$ cat src/rtl/aes_round_key_store.sv
// Round-key buffer behind the AES-128 key expansion stage. It captures NR+1 round keys after a
// key load and serves them through a one-cycle read port in forward or reverse order.
module aes_round_key_store #(
  parameter int unsigned NR = 10
) (
  input  logic         clk,
  input  logic         rst,
  input  logic         kld,
  input  logic [31:0]  wi_0,
  input  logic [31:0]  wi_1,
  input  logic [31:0]  wi_2,
  input  logic [31:0]  wi_3,
  input  logic         rd_en,
  input  logic [3:0]   rd_round,
  input  logic         rd_dec,
  output logic         key_ready,
  output logic         rd_valid,
  output logic [127:0] rd_key,
  output logic         rd_err
);

  localparam logic [1:0] StIdle    = 2'd0;
  localparam logic [1:0] StCapture = 2'd1;
  localparam logic [1:0] StReady   = 2'd2;

  localparam logic [3:0] LastIdx = 4'(NR);

  logic [1:0]   state_q, state_d;
  logic [3:0]   cnt_q, cnt_d;
  logic         wr_en;
  logic [127:0] slot_q [NR+1];

  logic         rd_acc;
  logic         rd_oob;
  logic [3:0]   rd_idx;
  logic         rd_valid_q;
  logic [127:0] rd_key_q;
  logic         rd_err_q;

  always_comb begin
    state_d = state_q;
    cnt_d   = cnt_q;
    wr_en   = 1'b0;
    if (kld) begin
      // Load restarts capture from any state; round key 0 arrives next cycle.
      state_d = StCapture;
      cnt_d   = 4'd0;
    end else begin
      case (state_q)
        StCapture: begin
          wr_en = 1'b1;
          if (cnt_q == LastIdx) begin
            state_d = StReady;
          end else begin
            cnt_d = cnt_q + 4'd1;
          end
        end
        default: ;
      endcase
    end
  end

  assign key_ready = (state_q == StReady);

  assign rd_acc = rd_en & key_ready & ~kld;
  assign rd_oob = (rd_round > LastIdx);
  // Out-of-range requests are steered to slot 0 so the array is never indexed past its end.
  assign rd_idx = rd_oob ? 4'd0 : (rd_dec ? (LastIdx - rd_round) : rd_round);

  always_ff @(posedge clk) begin
    if (rst) begin
      state_q    <= StIdle;
      cnt_q      <= 4'd0;
      rd_valid_q <= 1'b0;
      rd_key_q   <= '0;
      rd_err_q   <= 1'b0;
    end else begin
      state_q    <= state_d;
      cnt_q      <= cnt_d;
      rd_valid_q <= rd_acc;
      if (rd_acc) begin
        rd_key_q <= rd_oob ? '0 : slot_q[rd_idx];
        rd_err_q <= rd_oob;
      end
    end
  end

  // Storage is deliberately not reset.
  always_ff @(posedge clk) begin
    if (!rst && wr_en) begin
      slot_q[cnt_q] <= {wi_0, wi_1, wi_2, wi_3};
    end
  end

  assign rd_valid = rd_valid_q;
  assign rd_key   = rd_key_q;
  assign rd_err   = rd_err_q;

endmodule

$ cat config.mk
export PLATFORM = sky130hd
export DESIGN_NAME = aes_round_key_store
export DESIGN_NICKNAME = d
export VERILOG_FILES = /design/src/rtl/aes_round_key_store.sv
export SDC_FILE = /design/constraint.sdc
export NUM_CORES = 2
export LEC_CHECK = 0
export ABC_CLOCK_PERIOD_IN_PS = 11700
export CORE_MARGIN = 3
export CORE_UTILIZATION = 65
export DETAILED_ROUTE_END_ITERATION = 8
export PLACE_DENSITY = 0.82
export SLEW_MARGIN = 20
export SYNTH_ARGS = -nofsm -noshare
export SYNTH_HDL_FRONTEND = slang
export SYNTH_SLANG_ARGS = --single-unit
$ cat constraint.sdc
create_clock -name clk -period 11.7 [get_ports clk]
set_clock_uncertainty 0.15 [all_clocks]
set_input_delay 1.17 -clock clk [delete_from_list [all_inputs] [get_ports clk]]
set_output_delay 1.17 -clock clk [all_outputs]
set_load 0.02 [all_outputs]
==> impl_metrics.py <==
metrics = {
    "run_status": {
        "status": "finished clean",
    },
    "route": {
        "drt-met1-wl_um": 55500,
        "dr.first_iter.drc_count": 4310,
        "routed_wl_um": 147000,
        "ant_nets": 0,
        "wl_met2_um": 72200,
        "avgRoutedWirePerCell_um": 27.8,
        "avgViaCountPerCell": 6.78,
        "dr.max_layer_used": "met5",
        "drc": 0,
        "dr_wl_met3_um": 14000,
        "drt_pass1_iterations": 6,
        "vias": 35700,
    },
    "setup_path": {
        "critPathLaunchType": "input pin",
        "crit_arrival_ns": 5.25,
        "reg2reg_slack_ns": 7.45,
        "cp.required_ns": 12.21,
        "end_kind": "flop",
        "path_class": "input pin to flop",
        "cp_max_fo": 170,
    },
    "floorplan": {
        "io_pins": 268,
        "dieArea_um2": 95000,
        "die_w_um": 308,
        "die_h_um": 308,
        "core_area_um2": 90300,
        "num_rows": 110,
        "start_util": 0.658,
    },
    "timing": {
        "tns_ns": 0,
        "holdWs_ns": 0.328,
        "finalCritPeriodShare": 0.405,
        "worstMarginPinSlew_ns": 1.11,
        "hold_violations": 0,
        "fin_crit_ns": 4.74,
        "relSlewSlack": 0.259,
        "max_freq_mhz": 211,
        "rsz0062_at_grt": "false",
        "maxSlewViolCount": 0,
        "finalSetupViolCount": 0,
    },
    "yosys": {
        "synth-seq-cells": 1544,
        "syn-instance-count": 3776,
        "ys_warn_count": 0,
        "ys.flop_type": "edfxtp_1",
        "synth-seq-area-share": 0.758,
        "syn_area_um2": 59400,
        "synth_edf_count": 1408,
        "synth_cell_types": 42,
        "syn-mean-instance-area_um2": 15.7,
        "async_reset_ff_frac": 0,
        "synth_fp_nets": 3918,
    },
    "cts": {
        "clock-sinks": 1544,
        "cts_tree": "yes",
        "htreeDepth": 4,
        "cts_setup_buffers": 0,
        "cts_root_buffer": "clkbuf_16",
        "cts_resized": 0,
        "clk_pin_slew_ns": 0.06,
        "cts-hold-fix-buffers": 0,
        "clk_latency_ns": 0.75,
        "clk_path_buf_depth": 3,
        "numCtsBuffers": 149,
    },
    "global_routing": {
        "overflow": 0,
        "antenna_found_initial": 25,
        "grt_pass1_vias": 35400,
        "grt_pass1_wl_um": 217000,
        "track_usage": 0.306,
        "grt_max_degree": 191,
    },
    "hold_path": {
        "hold_class": "flop to flop",
    },
    "placement": {
        "dp_hpwl_um": 68600,
        "portBuffers": 267,
        "dp_cells": 4970,
        "place.gp.congestion": 0.756,
    },
    "pwr": {
        "power.leakage_nw": 22.7,
        "max-vdd-ir-drop_uv": 138,
        "powerDensity_nw_per_um2": 166,
        "power_w": 0.0112,
    },
    "run": {
        "drv_cap": 0,
    },
    "cells_and_area": {
        "final_cells": 5268,
        "final_cell_mix": "1408 x edfxtp_1, 378 x a211oi_1, 266 x clkdlybuf4s50_1, 256 x mux2_2, 250 x and3_1",
        "area_growth_pct": 13.8,
        "drive_gt1_frac": 0.132,
        "final_common_cell": "edfxtp_1",
        "fin_nets": 4087,
    },
}
==> critical path, cell delays in order <==
cell      delay (ns)
buf_8           0.40
ha_1            0.36
o21ai_4         0.14
nand2_4         0.71
buf_4           0.91
buf_12          0.65
a211oi_1        0.20
o22ai_1         0.23
a221o_1         0.18
==> registers in the layout, summed over array words and instances (netlist names) <==
signal	flops
slot_q	1408
rd_key	128
cnt_q	4
state_q	2
rd_err	1
rd_valid	1
==> stage by stage <==
step	cell area, um^2	utilization	setup slack [ns]
finish	67600	0.749	6.96
CTS	67600	0.748	7.06
global placement	62900	0.696	6.37
global route	67600	0.749	6.79
floorplan	59400	-	4.22
detailed placement	62900	0.696	6.28
==> cell usage after synthesis, types with 7 or more instances <==
cell type	instances	area, um^2
a211o_1	67	587
a211oi_1	378	2840
a21boi_0	11	82.6
a21oi_1	133	666
a221o_1	61	611
a31oi_1	7	43.8
and2_1	69	432
and3_1	256	1600
buf_1	25	93.8
buf_2	26	130
buf_6	11	124
clkbuf_1	237	890
dfxtp_1	136	2720
edfxtp_1	1408	42300
mux2_2	256	2880
nand2_1	139	522
nor2_1	138	518
o21ai_0	230	1150
o21ai_1	22	110
o22ai_1	125	782
==> worst paths after layout <==
| check | to | from | cells after the start |
|---|---|---|---|
| hold / removal | rd_key[50] | rd_key[50] | 1 |
| setup / recovery | rd_key[89] | rd_round[0] | 9 |
| hold reg to reg | rd_key[50] | rd_key[50] | 1 |
| setup reg to reg | slot_q[3][72] | state_q[0] | 6 |
==> kinds of logic (layout without fill, tap and decap cells) <==
family                     count (synthesis)  after routing  share of synthesized area
buffers and inverters                    304            596                     0.0211
DFF                                     1544           1544                      0.758
AOI/OAI and AO/OA                       1048           1048                      0.118
other                                      0             24                          0
adders and majority gates                  5              5                    0.00105
and+or+nand+nor                          616            616                     0.0533
xor gates and xnor gates                   2              2                   0.000295
muxes                                    257            257                     0.0487
==> report_power, final <==
group / leakage (nW) / internal [W] / switching, W / total [W]
Sequential: 13.8 / 0.00603 / 0.00000407 / 0.00603
Clock: 2.30 / 0.00262 / 0.00198 / 0.00460
Combinational: 6.66 / 0.000193 / 0.000414 / 0.000608
Total: 22.7 / 0.00884 / 0.00240 / 0.0112
==> layer usage <==
metal | up-vias | track usage
met2 | 2081 | 0.501
met1 | 17900 | 0.408
met5 | - | 0
met4 | 12 | 0.126
met3 | 351 | 0.0589
li1 | 15300 | -
==> final cells by class <==
type,instances,area (um^2)
tap,1176,1470
timing repair buffer,317,3130
antenna,24,60.1
clock buffer,217,4180
multi-input combinational,1928,13300
fill,5124,22700
inverter,5,18.8
clock inverter,57,507
sequential,1544,45000
Power figures use the tool's default switching activity.
